## src/rtl/trig_output_buffer.sv

```systemverilog
// Trigger-word output FIFO (first-word-fall-through) that never back-pressures the generator.
// While the FIFO is full, incoming beats are dropped and counted, and one marker word is queued once room frees up.
module trig_output_buffer #(
    parameter int unsigned FIFO_DEPTH = 16
) (
    input  logic                          ifclk,
    input  logic                          rst_i,
    input  logic [31:0]                   s_trig_tdata,
    input  logic                          s_trig_tvalid,
    output logic                          s_trig_tready,
    output logic [31:0]                   m_trig_tdata,
    output logic                          m_trig_tvalid,
    input  logic                          m_trig_tready,
    output logic [$clog2(FIFO_DEPTH):0]   occupancy_o,
    output logic [$clog2(FIFO_DEPTH):0]   hwm_o,
    input  logic                          hwm_clr_i,
    output logic [31:0]                   drop_total_o,
    output logic                          overflow_o
);

    localparam int unsigned AW      = $clog2(FIFO_DEPTH);
    localparam int unsigned CW      = AW + 1;
    localparam logic [15:0] RUN_MAX = 16'hFFFF;

    typedef enum logic {
        NORMAL   = 1'b0,
        DROPPING = 1'b1
    } state_t;

    state_t         state_q, state_d;
    logic [15:0]    run_q, run_d;
    logic [31:0]    mem [FIFO_DEPTH];
    logic [AW-1:0]  wr_ptr_q, rd_ptr_q;
    logic [CW-1:0]  count_q, count_d;
    logic [CW-1:0]  hwm_q, hwm_d;
    logic [31:0]    drop_q;
    logic           ready_q;
    logic           tvalid_q;
    logic           overflow_q;

    logic           full;
    logic           beat;
    logic           pop;
    logic           wr_en;
    logic           drop;
    logic [31:0]    wr_data;
    logic [15:0]    run_inc;

    // Count is sampled at the start of the cycle: a same-cycle pop never frees room for a write.
    assign full    = (count_q == CW'(FIFO_DEPTH));
    assign beat    = s_trig_tvalid & ready_q;
    assign pop     = tvalid_q & m_trig_tready;
    assign run_inc = (run_q == RUN_MAX) ? RUN_MAX : run_q + 16'd1;

    // Next state, run length and write/drop decisions.
    always_comb begin
        state_d = state_q;
        run_d   = run_q;
        wr_en   = 1'b0;
        drop    = 1'b0;
        wr_data = s_trig_tdata;
        case (state_q)
            NORMAL: begin
                if (beat) begin
                    if (full) begin
                        drop    = 1'b1;
                        state_d = DROPPING;
                        run_d   = 16'd1;
                    end else begin
                        wr_en = 1'b1;
                    end
                end
            end
            DROPPING: begin
                if (full) begin
                    if (beat) begin
                        drop  = 1'b1;
                        run_d = run_inc;
                    end
                end else begin
                    // Marker closes the run; a beat arriving in this same cycle is still counted as dropped.
                    wr_en   = 1'b1;
                    wr_data = {RUN_MAX, (beat ? run_inc : run_q)};
                    drop    = beat;
                    state_d = NORMAL;
                    run_d   = 16'd0;
                end
            end
        endcase
    end

    // Occupancy and high-water mark bookkeeping.
    always_comb begin
        count_d = count_q;
        case ({wr_en, pop})
            2'b10:   count_d = count_q + CW'(1);
            2'b01:   count_d = count_q - CW'(1);
            default: count_d = count_q;
        endcase
        if (hwm_clr_i) begin
            hwm_d = count_d;
        end else if (count_d > hwm_q) begin
            hwm_d = count_d;
        end else begin
            hwm_d = hwm_q;
        end
    end

    always_ff @(posedge ifclk) begin
        if (rst_i) begin
            state_q    <= NORMAL;
            run_q      <= 16'd0;
            wr_ptr_q   <= '0;
            rd_ptr_q   <= '0;
            count_q    <= '0;
            hwm_q      <= '0;
            drop_q     <= 32'd0;
            ready_q    <= 1'b0;
            tvalid_q   <= 1'b0;
            overflow_q <= 1'b0;
            for (int i = 0; i < int'(FIFO_DEPTH); i++) begin
                mem[i] <= 32'd0;
            end
        end else begin
            state_q    <= state_d;
            run_q      <= run_d;
            count_q    <= count_d;
            hwm_q      <= hwm_d;
            ready_q    <= 1'b1;
            tvalid_q   <= (count_d != '0);
            overflow_q <= (state_d == DROPPING);
            if (drop) begin
                drop_q <= drop_q + 32'd1;
            end
            if (wr_en) begin
                mem[wr_ptr_q] <= wr_data;
                wr_ptr_q      <= wr_ptr_q + AW'(1);
            end
            if (pop) begin
                rd_ptr_q <= rd_ptr_q + AW'(1);
            end
        end
    end

    assign s_trig_tready = ready_q;
    assign m_trig_tvalid = tvalid_q;
    assign m_trig_tdata  = mem[rd_ptr_q];
    assign occupancy_o   = count_q;
    assign hwm_o         = hwm_q;
    assign drop_total_o  = drop_q;
    assign overflow_o    = overflow_q;

endmodule

```

## config.mk

```make
export PLATFORM = sky130hd
export DESIGN_NAME = trig_output_buffer
export DESIGN_NICKNAME = d
export VERILOG_FILES = /design/src/rtl/trig_output_buffer.sv
export SDC_FILE = /design/constraint.sdc
export NUM_CORES = 1
export LEC_CHECK = 0
export ABC_AREA = 1
export ABC_CLOCK_PERIOD_IN_PS = 7900
export CORE_UTILIZATION = 35
export DETAILED_ROUTE_END_ITERATION = 10
export GPL_ROUTABILITY_DRIVEN = 0
export MAX_ROUTING_LAYER = met4
export PLACE_DENSITY = 0.53
export SYNTH_ARGS = -nofsm -noshare
export SYNTH_HDL_FRONTEND = slang
export SYNTH_SLANG_ARGS = --single-unit
```

## constraint.sdc

```tcl
create_clock -name ifclk -period 7.9 [get_ports ifclk]
set_input_delay 0.79 -clock ifclk [delete_from_list [all_inputs] [get_ports ifclk]]
set_output_delay 0.79 -clock ifclk [all_outputs]
set_load 0.005 [all_outputs]
```

* Word-level counts from Yosys, hierarchy flattened *
Memory sizes are Yosys's and may differ from the RTL's. A register that Yosys moved wholly into a read port is not among the register bits.
Index checks and enable logic that the tools add are counted.

word-level totals
  flip-flop bits (word level) = 69
  bits in latches = 0
  bits in writable memories = 512
  bits in read-only memories = 0
  bits of input ports = 37
  output and inout bits = 77
  logic and storage cells = 61
  memories kept = 1

memory list
  name  depth  width  rd ports  clocked after memory_dff  wr ports  line  text
  mem   16     32     1         1                         16        32    logic [31:0] mem [FIFO_DEPTH];

cells by class
  add/sub/neg operators = 6
  multipliers = 0
  div/mod/pow operators = 0
  magnitude comparators = 1
  equal/unequal tests = 6
  shift operators = 0
  muxes and demuxes = 31
  bitwise logic cells = 3
  reductions and logical operators = 4

operator list
  kind                                                                    number
  32-bit two-way mux                                                      3
  16-bit two-way mux                                                      5
  32-bit by 1-bit adder with 32-bit output (second input constant)        1
  16-bit one-hot mux with 2 select lines                                  1
  32-bit OR reduction                                                     1
  16-bit by 1-bit adder with 16-bit output (second input constant)        1
  16-bit equality test (second input constant)                            1
  1-bit two-way mux                                                       13
  4-bit two-way mux                                                       3
  5-bit two-way mux                                                       2
  5-bit one-hot mux with 2 select lines                                   1
  4-bit by 1-bit adder with 4-bit output (second input constant)          2
  1-bit one-hot mux with 2 select lines                                   3
  5-bit by 1-bit adder with 5-bit output (second input constant)          1
  5-bit equality test (second input constant)                             1
  5-bit > comparator                                                      1
  5-bit nonzero test                                                      1
  5-bit by 1-bit subtractor with 5-bit output (second input constant)     1
  2-bit inequality test (second input constant)                           2
  1-bit bitwise AND                                                       2
  2-bit by 1-bit equality test with 1-bit output (second input constant)  1
  2-bit equality test (second input constant)                             1
  2-bit AND reduction                                                     1
  2-bit nonzero test                                                      1
  1-bit inverter                                                          1

* Depth between registers and ports, before layout *
  depth in word-level cells = 9
  mapped depth = 26
  gate-level depth less buffers = 25

* Least setup slack after synthesis *
OpenSTA, ideal clock, no wires.

  path type = in2reg
  start point = in s_trig_tvalid
  end point = reg hwm_q[0], in the netlist hwm_o[0]
  library setup time = 0.116 ns
  arrival time = 3.504 ns
  data required time = 7.784 ns
  path slack = 4.281 ns
  stages on the path = 23
  buffers on the path = 1
  cells stage by stage = nand2_1 nand2_1 nand2_2 ha_1 clkbuf_1 xor2_1 ha_1 a21oi_1 inv_1 nand3_1 nand3_1 nand2_1 nand2_1 nand2_1 inv_1 ha_1 nand2_1 o21bai_1 nand2_1 o21ai_0 nand2_1 o21ai_0 nor2_1

between the ends
  longest elaborated chain between the ends = 7
  elaborated cells on any way between the ends = 10
  classes of those cells = order compare: 1; eq/ne: 2; mux: 5; bitwise: 1; reduce/logical: 1

RTL lines
  what                                                                                          line  text
  start: declaration                                                                            9     input logic s_trig_tvalid,
  1-bit bitwise AND *                                                                           51    assign beat = s_trig_tvalid & ready_q;
  1-bit two-way mux *                                                                           64    if (beat) begin
  1-bit one-hot mux with 2 select lines *                                                       62    case (state_q)
  2-bit by 1-bit equality test with 1-bit output / 2-bit equality test (equally long branches)  95    case ({wr_en, pop})
  5-bit one-hot mux with 2 select lines *                                                       95
  named net count_d[4]                                                                          34    logic [CW-1:0] count_q, count_d;
  5-bit > comparator *                                                                          102   end else if (count_d > hwm_q) begin
  2-bit nonzero test (no line) *                                                                --
  end signal: assignment                                                                        128   hwm_q <= hwm_d;
  end: declaration                                                                              35    logic [CW-1:0] hwm_q, hwm_d;

Mark *: on every way through the listed nets, which the timed path passes. The rest lies on a longest branch. The select of a mux whose other input is x is not followed.
A chain may end at the register's enable or synchronous reset.

==> impl_results.md <==
- Status: complete, no violations
- Gr ovfl total: 0
- Cts hold-fix bufs: 0
- Commonest non-fill, non-tap cell in the layout: nor2_1
- Syn_area_per_cell: 10.4 µm²
- Hold_ws: 492 ps
- Synthesized Nets: 2718
- Worst slew margin: 14.9%
- Cell breakdown of the critical path: inv_6, buf_4, o21ai_0, o211ai_1, nand2_1, clkdlybuf4s50_1
- Synth warnings: 0
- Seq/Total Area, Yosys: 60.8%
- Fin nets: 2720
- Total CTS buffers: 67
- Sink Count: 585
- Worst path slowest cell: buf_4
- Fin Clk Skew: 37.0 ps
- Input/output buffers: 113
- IO Pins: 114
- Worst Path Max Fanout: 84
- Antenna-violating nets left: 0
- Worst Path Arrival: 3450 ps
- FMAX: 0.236 GHz
- Pwr Density: 265 mW/mm²
- HP Start: run_q[15]$_SDFFE_PP0P_
- Fraction of layout cells with a size suffix above 1: 7.80%
- Hold EP: run_q[15]$_SDFFE_PP0P_
- Maximum VDD drop: 0.217 mV
- Min-Delay Path Depth: 2
- Commonest non-fill, non-tap cells in the layout: nor2_1 (579), edfxtp_1 (512), nand2_1 (220)
- Root Driver: clkbuf_16
- Placed wire-length estimate: 47.5 mm
- RSZ-0062 raised after global routing: no
- Data required time at the worst endpoint: 7110 ps
- Kind of critical path: reg2out
- Tot Pwr: 8.33 mW
- Die X-Extent: 283 µm
- Startpoint types: register
- Die footprint: 0.0802 mm²
- EDFF count, synth: 512
- Final setup viols: 0
- Final period util: 53.7%
- Library cells used by synthesis: 43
- Fill count: 7551
- CTS clock-pin slew for the worst setup and hold paths: 60 ps
- Number of global-route vias before repair: 19200
- Num rows: 102
- R2R cell count: 24
- Worst-margin pin slew: 1270 ps
- Initial core utilization: 35.6%
- Clock Latency Late Sink: 610 ps
- DR vias: 19400
- Die Y: 283 µm
- Synth async-reset ratio: 0%
- Vias per cell: 5.16
- Multi-input gate area: 0.00911 mm²
- Worst path max stage delay: 590 ps
- Global-route usage over all layers: 20.2%
- Finished Layout Cells: 3760
- R2R Path End: hwm_o[2]$_SDFFE_PP0P_
- Avg WL per Cell: 21.4 µm
- Core ar.: 0.0778 mm²
- Netlist Area Pre-Place: 0.0277 mm²
- Crit-path leading delay family: buffers and inverters
- Mapped Cells: 2666
- Critical path endpoint category: primary output
- Postcts setup bufs: 0
- Iter 0 DRT Violations: 1773
- Hold Vio Cnt, Final: 0
- H-Tree Depth: 3
- Reg2Reg Setup Slack: 3920 ps
- Register area: 0.0168 mm²
- # resized after CTS: 0
- Crit path buf inv count: 3
- Antenna violations before repair: 3
- Setup tns final: 0 ps
- Routed WL: 80.5 mm
- Reg-to-reg startpoint: occupancy_o[2]$_SDFF_PP0_
- Global-route wire length before repair: 120 mm
- Hold Crit Class: reg2reg
- Area delta synth->final: 13.6%
- Drt first pass iters: 5
- CTS tree: done
- Leakage: 11.2 nW
- Dpl cells: 3639
- Post-route DRC violation count: 0
- Post-synth top flop: edfxtp_1
- Largest net degree at the start of global routing: 194
- Final Max Tran Viols: 0
- Fin crit period: 4240 ps
- Clock Tree Buf Depth: 3
- Synth Register Bits: 585
- Max-Cap Viols: 0
[state kept, by name (all words and copies together), names as in the netlist, 4 cells and up, named ones only]
signal / cells
drop_total_o: 32
wr_ptr_q: 4
hwm_o: 5
occupancy_o: 5
mem: 512
run_q: 16
rd_ptr_q: 4
[cell families after synthesis]
kind of cell,count (synthesis),synth area share [%]
AOI/OAI and AO/OA,522,11.0
adders and majority gates,15,0.678
muxes,133,5.04
xor gates and xnor gates,15,0.475
and+or+nand+nor,995,15.5
buffers and inverters,401,6.41
DFF,585,60.8
[synthesized netlist by cell type (3+ instances only)]
cell,number,area [µm²]
nand3_2,10,100
inv_1,206,773
nand4_1,19,119
clkbuf_1,67,251
a21oi_1,193,966
o21ai_0,183,916
o21ai_4,6,97.6
buf_6,10,113
nand3_1,68,340
xnor2_1,4,35.0
inv_2,3,11.3
o211ai_1,129,968
buf_2,91,455
mux2i_1,128,1280
mux2i_4,5,113
or2_2,3,18.8
edfxtp_1,512,15400
a31oi_1,5,31.3
dfxtp_1,73,1460
buf_4,14,105
nor2_2,13,81.3
nor3_1,13,65.1
nand2_1,236,886
ha_1,15,188
nand2_2,21,131
nor2_1,579,2170
buf_1,7,26.3
nor2_4,21,236
xor2_1,11,96.3
[per-layer routing]
layer / track usage, % / share of wire [%] / vias up / routed length [µm]
li1: - / - / 9171 / -
met1: 26.0 / 44 / 9530 / 35100
met2: 32.9 / 48 / 593 / 38900
met3: 3.27 / 5.3 / 118 / 4260
met4: 5.95 / 2.8 / 0 / 2270
met5: - / 0 / - / 0
[area by class of cell]
type                            instances  area share (%)
Clock inverter                         32           0.978
Sequential cell                       585            53.6
Clock buffer                           86            5.83
Tap cell                             1040            4.14
Timing Repair Buffer                  124            3.98
Multi-Input combinational cell       1680            29.0
Antenna cell                            3          0.0239
Inverter                              210            2.54
[metrics by stage]
stage	util, %	cell area [µm²]	worst slack [ps]
detailed placement	37.7	29300	3250
finish	40.4	31500	3660
floorplan	-	27700	4280
global placement	37.7	29300	3470
global route	40.4	31500	3380
CTS	40.4	31500	3530
[worst min-delay path, stage by stage, from the launching register on]
cell,delay (ps)
dfxtp_1,320
nand2_1,70
a21oi_1,60
[where the power goes]
part           total, mW  switching [mW]  internal (mW)  leakage, nW
clock network       3.08            1.27           1.80         1.04
registers           3.58          0.0777           3.50         5.88
logic               1.67            1.09          0.587         4.30
[worst max-delay path by stage]
| stage | startpoint | endpoint | slack [ps] | cells past startpoint |
|---|---|---|---|---|
| floorplan | s_trig_tvalid | hwm_o[0]$_SDFFE_PP0P_ | 4280 | 23 |
| global placement | s_trig_tvalid | hwm_o[0]$_SDFFE_PP0P_ | 3470 | 23 |
| detailed placement | s_trig_tvalid | hwm_o[1]$_SDFFE_PP0P_ | 3250 | 24 |
| CTS | register | m_trig_tdata[26] | 3530 | 6 |
| global route | s_trig_tvalid | hwm_o[0]$_SDFFE_PP0P_ | 3380 | 23 |
| finish | register | m_trig_tdata[25] | 3660 | 6 |
Power figures use the tool's default switching activity.
